### config.mk
export PLATFORM = sky130hd
export DESIGN_NAME = branch_target_buffer_flat
export DESIGN_NICKNAME = d
export VERILOG_FILES = /design/src/rtl/branch_target_buffer_if.sv /design/src/rtl/branch_target_buffer.sv /design/src/flat_wrapper.sv
export SDC_FILE = /design/constraint.sdc
export NUM_CORES = 1
export LEC_CHECK = 0
export CELL_PAD_IN_SITES_DETAIL_PLACEMENT = 1
export CELL_PAD_IN_SITES_GLOBAL_PLACEMENT = 1
export CORE_MARGIN = 5
export CORE_UTILIZATION = 40
export CTS_CLUSTER_DIAMETER = 150
export DETAILED_ROUTE_END_ITERATION = 8
export PLACE_DENSITY = 0.68
export SLEW_MARGIN = 15
export SYNTH_ARGS = -nofsm -noshare
export SYNTH_HDL_FRONTEND = slang
export SYNTH_SLANG_ARGS = --single-unit
### constraint.sdc
create_clock -name stg_clk -period 4.1 [get_ports stg_clk]
set_input_delay 0.41 -clock stg_clk [delete_from_list [all_inputs] [get_ports stg_clk]]
set_output_delay 0.41 -clock stg_clk [all_outputs]
set_load 0.1 [all_outputs]
### src/rtl/branch_target_buffer_if.sv
// Fetch-lookup, branch-resolution update and redirect signals of the branch target buffer.
// The pipeline side drives through master; the BTB consumes through slave.
interface branch_target_buffer_if;
   logic        stg_ena;
   logic        flush_req;
   logic [31:0] fetch_pc;
   logic        pred_hit;
   logic [1:0]  pred_counter;
   logic        pred_taken;
   logic [31:0] pred_target;
   logic [31:0] upd_pc;
   logic [31:0] upd_target;
   logic [1:0]  upd_flag;
   logic [31:0] upd_fetch_pc;
   logic [1:0]  upd_counter;
   logic        upd_hit;
   logic        redirect_valid;
   logic [31:0] redirect_pc;
   logic        btb_ready;

   modport master (
      output stg_ena, flush_req, fetch_pc,
      output upd_pc, upd_target, upd_flag, upd_fetch_pc, upd_counter, upd_hit,
      input  pred_hit, pred_counter, pred_taken, pred_target,
      input  redirect_valid, redirect_pc, btb_ready
   );

   modport slave (
      input  stg_ena, flush_req, fetch_pc,
      input  upd_pc, upd_target, upd_flag, upd_fetch_pc, upd_counter, upd_hit,
      output pred_hit, pred_counter, pred_taken, pred_target,
      output redirect_valid, redirect_pc, btb_ready
   );
endinterface

### src/rtl/branch_target_buffer.sv
// Direct-mapped branch target buffer with 2-bit saturating counters, a walking
// invalidation after reset or flush, and a registered mispredict redirect.
module branch_target_buffer #(
   parameter int ENTRIES = 16,
   parameter int IDX_W   = 4
) (
   input logic                stg_clk,
   input logic                reset,
   branch_target_buffer_if.slave bus
);
   localparam int TAG_W = 32 - IDX_W - 2;

   typedef enum logic [0:0] {ST_CLEAR = 1'b0, ST_READY = 1'b1} state_t;

   function automatic logic [1:0] sat_inc(input logic [1:0] c);
      if (c == 2'b11) return 2'b11;
      else            return c + 2'b01;
   endfunction

   function automatic logic [1:0] sat_dec(input logic [1:0] c);
      if (c == 2'b00) return 2'b00;
      else            return c - 2'b01;
   endfunction

   state_t             state_r, state_s;
   logic [IDX_W-1:0]   walk_idx_r, walk_idx_s;
   logic [ENTRIES-1:0] valid_r;
   logic [TAG_W-1:0]   tag_r    [ENTRIES];
   logic [31:0]        target_r [ENTRIES];
   logic [1:0]         ctr_r    [ENTRIES];
   logic               redirect_valid_r;
   logic [31:0]        redirect_pc_r;
   logic               btb_ready_r;

   logic [IDX_W-1:0]   look_idx_s, upd_idx_s;
   logic [TAG_W-1:0]   look_tag_s, upd_tag_s;
   logic               hit_s, taken_s;
   logic [1:0]         ctr_s;
   logic               upd_en_s, upd_taken_s, upd_not_taken_s, upd_no_branch_s;
   logic [31:0]        actual_next_s;

   assign look_idx_s = bus.fetch_pc[IDX_W+1:2];
   assign look_tag_s = bus.fetch_pc[31:IDX_W+2];
   assign upd_idx_s  = bus.upd_pc[IDX_W+1:2];
   assign upd_tag_s  = bus.upd_pc[31:IDX_W+2];

   // Walk state machine: CLEAR visits every index once, flush from READY restarts the walk.
   always_comb begin
      state_s    = state_r;
      walk_idx_s = walk_idx_r;
      case (state_r)
         ST_CLEAR: begin
            walk_idx_s = walk_idx_r + {{(IDX_W-1){1'b0}}, 1'b1};
            if (walk_idx_r == IDX_W'(ENTRIES - 1)) state_s = ST_READY;
            else                                   state_s = ST_CLEAR;
         end
         ST_READY: begin
            if (bus.flush_req) begin
               state_s    = ST_CLEAR;
               walk_idx_s = {IDX_W{1'b0}};
            end else begin
               state_s    = ST_READY;
            end
         end
         default: begin
            state_s    = ST_CLEAR;
            walk_idx_s = {IDX_W{1'b0}};
         end
      endcase
   end

   // Fetch-side lookup; entries are invisible while the walk is running.
   always_comb begin
      hit_s   = 1'b0;
      ctr_s   = 2'b00;
      if ((state_r == ST_READY) && valid_r[look_idx_s] && (tag_r[look_idx_s] == look_tag_s)) begin
         hit_s = 1'b1;
         ctr_s = ctr_r[look_idx_s];
      end else begin
         hit_s = 1'b0;
         ctr_s = 2'b00;
      end
      taken_s = hit_s & ctr_s[1];
   end

   assign bus.pred_hit     = hit_s;
   assign bus.pred_counter = ctr_s;
   assign bus.pred_taken   = taken_s;
   assign bus.pred_target  = taken_s ? target_r[look_idx_s] : (bus.fetch_pc + 32'd4);

   // Flag 2'b11 is deliberately decoded as "no branch".
   always_comb begin
      upd_en_s        = (state_r == ST_READY) & bus.stg_ena & ~bus.flush_req;
      upd_taken_s     = (bus.upd_flag == 2'b10);
      upd_not_taken_s = (bus.upd_flag == 2'b01);
      upd_no_branch_s = ~upd_taken_s & ~upd_not_taken_s;
      actual_next_s   = upd_taken_s ? bus.upd_target : (bus.upd_pc + 32'd4);
   end

   // Control registers: FSM, walk pointer, ready flag and redirect.
   always_ff @(posedge stg_clk or negedge reset) begin
      if (!reset) begin
         state_r          <= ST_CLEAR;
         walk_idx_r       <= {IDX_W{1'b0}};
         btb_ready_r      <= 1'b0;
         redirect_valid_r <= 1'b0;
         redirect_pc_r    <= 32'd0;
      end else begin
         state_r     <= state_s;
         walk_idx_r  <= walk_idx_s;
         btb_ready_r <= (state_s == ST_READY);
         if (upd_en_s) begin
            redirect_valid_r <= (actual_next_s != bus.upd_fetch_pc);
            redirect_pc_r    <= actual_next_s;
         end else begin
            redirect_valid_r <= 1'b0;
         end
      end
   end

   // Valid bits: walking clear has priority, then allocation or alias eviction.
   always_ff @(posedge stg_clk or negedge reset) begin
      if (!reset) begin
         valid_r <= {ENTRIES{1'b0}};
      end else if (state_r == ST_CLEAR) begin
         valid_r[walk_idx_r] <= 1'b0;
      end else if (upd_en_s && upd_taken_s && !bus.upd_hit) begin
         valid_r[upd_idx_s] <= 1'b1;
      end else if (upd_en_s && upd_no_branch_s && bus.upd_hit) begin
         valid_r[upd_idx_s] <= 1'b0;
      end else begin
         valid_r <= valid_r;
      end
   end

   // Payload storage is qualified by valid_r, so it needs no reset.
   always_ff @(posedge stg_clk) begin
      if (upd_en_s && upd_taken_s) begin
         target_r[upd_idx_s] <= bus.upd_target;
         if (bus.upd_hit) begin
            ctr_r[upd_idx_s] <= sat_inc(bus.upd_counter);
         end else begin
            tag_r[upd_idx_s] <= upd_tag_s;
            ctr_r[upd_idx_s] <= 2'b10;
         end
      end else if (upd_en_s && upd_not_taken_s && bus.upd_hit) begin
         ctr_r[upd_idx_s] <= sat_dec(bus.upd_counter);
      end
   end

   assign bus.redirect_valid = redirect_valid_r;
   assign bus.redirect_pc    = redirect_pc_r;
   assign bus.btb_ready      = btb_ready_r;
endmodule

### src/flat_wrapper.sv
// flat-port wrapper written by rule: the top's interface ports become plain ports
module branch_target_buffer_flat 
#(
   parameter int ENTRIES = 16,
   parameter int IDX_W   = 4
)
  (stg_clk, reset, bus_stg_ena, bus_flush_req, bus_fetch_pc, bus_upd_pc, bus_upd_target, bus_upd_flag, bus_upd_fetch_pc, bus_upd_counter, bus_upd_hit, bus_pred_hit, bus_pred_counter, bus_pred_taken, bus_pred_target, bus_redirect_valid, bus_redirect_pc, bus_btb_ready);
  branch_target_buffer_if bus_i ();
  input logic stg_clk;
  input logic reset;
  input wire logic [$bits(bus_i.stg_ena)-1:0] bus_stg_ena;
  input wire logic [$bits(bus_i.flush_req)-1:0] bus_flush_req;
  input wire logic [$bits(bus_i.fetch_pc)-1:0] bus_fetch_pc;
  input wire logic [$bits(bus_i.upd_pc)-1:0] bus_upd_pc;
  input wire logic [$bits(bus_i.upd_target)-1:0] bus_upd_target;
  input wire logic [$bits(bus_i.upd_flag)-1:0] bus_upd_flag;
  input wire logic [$bits(bus_i.upd_fetch_pc)-1:0] bus_upd_fetch_pc;
  input wire logic [$bits(bus_i.upd_counter)-1:0] bus_upd_counter;
  input wire logic [$bits(bus_i.upd_hit)-1:0] bus_upd_hit;
  output wire logic [$bits(bus_i.pred_hit)-1:0] bus_pred_hit;
  output wire logic [$bits(bus_i.pred_counter)-1:0] bus_pred_counter;
  output wire logic [$bits(bus_i.pred_taken)-1:0] bus_pred_taken;
  output wire logic [$bits(bus_i.pred_target)-1:0] bus_pred_target;
  output wire logic [$bits(bus_i.redirect_valid)-1:0] bus_redirect_valid;
  output wire logic [$bits(bus_i.redirect_pc)-1:0] bus_redirect_pc;
  output wire logic [$bits(bus_i.btb_ready)-1:0] bus_btb_ready;
  assign bus_i.stg_ena = bus_stg_ena;
  assign bus_i.flush_req = bus_flush_req;
  assign bus_i.fetch_pc = bus_fetch_pc;
  assign bus_i.upd_pc = bus_upd_pc;
  assign bus_i.upd_target = bus_upd_target;
  assign bus_i.upd_flag = bus_upd_flag;
  assign bus_i.upd_fetch_pc = bus_upd_fetch_pc;
  assign bus_i.upd_counter = bus_upd_counter;
  assign bus_i.upd_hit = bus_upd_hit;
  assign bus_pred_hit = bus_i.pred_hit;
  assign bus_pred_counter = bus_i.pred_counter;
  assign bus_pred_taken = bus_i.pred_taken;
  assign bus_pred_target = bus_i.pred_target;
  assign bus_redirect_valid = bus_i.redirect_valid;
  assign bus_redirect_pc = bus_i.redirect_pc;
  assign bus_btb_ready = bus_i.btb_ready;
  branch_target_buffer #(.ENTRIES(ENTRIES), .IDX_W(IDX_W)) u_core (.stg_clk(stg_clk), .reset(reset), .bus(bus_i));
endmodule
==> flow_summary_export.csv <==
group,metric,value,unit
clocking,cts_buffers,106,
drt,dr.pass1.iters,7,
sta,final.period_utilization,105,%
sta,clock_skew,0.0222,ns
sta,timing.fmax,232,MHz
placement,hpwlAfterDp,92600,um
global_routing,grtUsageMet1,32.1,%
global_routing,use_met2,40.4,%
synth,ys_seq_area_share,69.7,%
synth,async_reset_ff_share,5.33,%
global_routing,overflow,0,
synth,synth_nets,2507,
sta,hold_violations,0,
setup_path,cp_max_fo,8,
floorplanning,die_w,339,um
floorplanning,coreArea,107000,sq um
floorplanning,die_h,339,um
global_routing,grtUsageTotal,24.1,%
global_routing,grt_start_max_net_pins,68,
placement,io_buffers,206,
setup_path,cp_data_required_time,3.69,ns
global_routing,grt_pass1_wl,200000,um
drt,ant_nets,0,
final_layout,syn2layout_area_growth,21.9,%
clocking,cts_root_buffer,"clkbuf_16",
final_layout,utilization,49.2,%
global_routing,first_global_vias,26800,
floorplanning,initial_core_util,40.3,%
sta,setup_viol,32,
drt,post_drt_wl_per_cell,33.4,um
final_layout,num-fill-cells,9904,
run_status,failed_checks,"setup timing",
setup_path,rr_worst_depth,6,
sta,worst_slew_pin_slew,1.07,ns
sta,period_needed,4.31,ns
synth,yosys_register_bits,1014,
sta,fin_ws,-0.211,ns
synth,synth_ff_type,"edfxtp_1",
power_and_ir_drop,irDropWorstVdd,0.776,mV
clocking,clock-sinks,1014,
synth,syn_avg_cell_area,18.4,sq um
synth,yosysWarnings,0,
setup_path,criticalPathCategory,"flip-flop to output port",
synth,syn-cell-area,43300,sq um
floorplanning,core.rowCount,120,
setup_path,cp.arrival,3.90,ns
placement,gp_congestion,0.906,
clocking,htree_num_levels,3,
run_status,status,"finished, violations left",
power_and_ir_drop,p_per_area,477,nW/um^2
global_routing,use_met3,4.63,%
clocking,path_clk_slew,0.06,ns
synth,synth_cells,2359,
power_and_ir_drop,p_leak,17.6,nW
sta,drv_slew,0,
setup_path,r2r_slack,1.07,ns
global_routing,antenna_found_initial,8,
synth,synth_edf_count,960,
clocking,clkLatencyLatePin,0.69,ns
final_layout,final_layout_size_suffix_gt1_share,26.4,%
final_layout,postLayoutCellArea,52800,sq um
clocking,cts_tree,"done",
setup_path,startpoint_type,"flip-flop",
drt,drt_iter0_markers,2551,
job,cap_violations,0,
synth,ys_types,84,
placement,place_area,49000,sq um
floorplanning,die_area,115000,sq um
setup_path,r2r-end,"u_core.tag_r[5][21]",
floorplanning,ios,207,
clocking,cts_buffer_depth,3,
drt,wl,142000,um
sta,max_slew_margin,28.8,%
global_routing,grt.busiest_layer,"met2",
setup_path,end_kind,"output port",
worst_hold_path,hold_path.class,"input port to async pin",
drt,vias,25300,
sta,rsz0062_at_grt,"true",
drt,vias_per_cell,5.97,
final_layout,nets,2893,
drt,drcViolationCount,0,
setup_path,worstReg2RegStart,"u_core.state_r",
## state kept, by name, summed over array words and instances (netlist names), named ones only
signal	count
u_core.ctr_r	32
u_core.walk_idx_r	4
u_core.tag_r	416
u_core.state_r	1
u_core.bus.redirect_valid	1
u_core.bus.redirect_pc	32
u_core.target_r	512
## cell type report
type | count | area [sq um] | area share [%]
clock buffer | 129 | 2790 | 5.28
tap | 1403 | 1760 | 3.32
clock inverter | 68 | 721 | 1.36
timing repair buffer | 412 | 4540 | 8.60
multi-input combinational | 1177 | 12700 | 24.0
antenna | 6 | 15.0 | 0.0284
inverter | 34 | 129 | 0.244
sequential | 1014 | 30200 | 57.2
## cells in the mapped netlist, types with 11 or more instances
library cell  number  share of area [%]
nor2b_1           16               0.23
mux2_4            29                1.0
nand4_1           22               0.32
nor3_1            22               0.25
and3_1            14               0.20
a21oi_1           35               0.40
a22oi_1           18               0.31
xor2_1            47               0.95
xnor2_1           77                1.6
mux4_1            25                1.5
mux4_2           228                 12
edfxtp_1         960                 67
nand2_1          108               0.94
nor3b_1           12               0.21
buf_4             16               0.28
dfrtp_1           54                3.1
buf_1             17               0.15
mux2i_1           99                2.3
clkbuf_1          47               0.41
buf_2             30               0.35
nor2_1           109               0.94
nand3_1           35               0.40
ha_1              11               0.32
inv_1             33               0.29
o21ai_0           82               0.95
buf_6             14               0.36
## worst max-delay path, stage by stage, from the launching register on
cell,delay [ns]
edfxtp_1,0.36
and2b_2,0.24
a2111oi_4,0.36
buf_4,0.18
nor3_2,0.06
a311oi_2,0.46
and4_1,0.29
and4b_2,0.27
nand4_4,0.11
buf_8,0.18
clkbuf_16,0.20
mux2_4,0.33
buf_12,0.17
## per-layer routing
layer  vias up  part of all wire (%)
li1      10400                     -
met1     13600                    40
met2      1126                    50
met3       213                   7.3
met4         8                   2.9
met5         -                 0.039
## cells by family after synthesis
| family | count (synthesis) | share of synthesized area, % |
|---|---|---|
| flip-flops | 1014 | 69.7 |
| AND/OR/NAND/NOR | 404 | 4.63 |
| multiplexers | 387 | 16.8 |
| AO/OA/AOI/OAI | 251 | 3.93 |
| buffers and inverters | 168 | 2.11 |
| XOR/XNOR | 124 | 2.51 |
| adder cells (fa/ha/maj) | 11 | 0.318 |
## worst max-delay path by stage
stage | start | to | slack, ns | cells after the start
CTS | u_core.tag_r[14][20] | bus_pred_target[3] | -0.11 | 10
finish | u_core.tag_r[0][13] | bus_pred_target[27] | -0.21 | 12
detailed placement | bus_fetch_pc[3] | bus_pred_target[3] | -0.14 | 13
global route | u_core.tag_r[0][13] | bus_pred_target[26] | -0.23 | 12
global placement | bus_fetch_pc[2] | bus_pred_target[7] | 0.07 | 13
floorplan | bus_fetch_pc[3] | bus_pred_counter[1] | -0.02 | 12
## placed cells by master (no fill, tap or decap), drive strengths merged, types with 35 or more instances in the layout
master	n
clkdlybuf4s50	166
o21ai	82
mux4	253
nor2	109
edfxtp	960
mux2i	99
buf	243
dfrtp	54
clkinv	48
nand3	35
nand2	108
inv	40
mux2	35
a21oi	36
xor2	47
clkbuf	131
xnor2	77
## where the power goes
group | internal [mW] | switching (mW) | total [mW]
clock | 5.57 | 4.17 | 9.74
combinational | 1.15 | 2.63 | 3.78
sequential | 11.5 | 0.167 | 11.7
total | 18.2 | 6.97 | 25.2
## metrics by stage
stage / total power, mW / std cells / hold slack, ns / worst slack, ns / setup TNS (ns)
2_1_floorplan: 14.2 / 2359 / 0.114 / -0.0159 / -0.0159
3_3_place_gp: 15.6 / 4030 / 0.471 / 0.0733 / 0
3_5_place_dp: 15.6 / 4030 / 0.481 / -0.139 / -3.48
4_1_cts: 25.3 / 4228 / 0.340 / -0.114 / -2.90
5_1_grt: 26.0 / 4239 / 0.381 / -0.229 / -6.43
6_report: 25.2 / 4243 / 0.365 / -0.211 / -5.81
## timing repair
item                                    in CTS  in global routing
pin swaps                                    2                  9
cloned                                       0                  3
endpoints found under the hold margin       28                  0
buffers inserted                             0                  6
endpoints found under the setup margin      36                 35
gates resized for setup                      9                 28
hold buffers                                 1                  0
No activity file was read; power rests on OpenSTA's default activity.
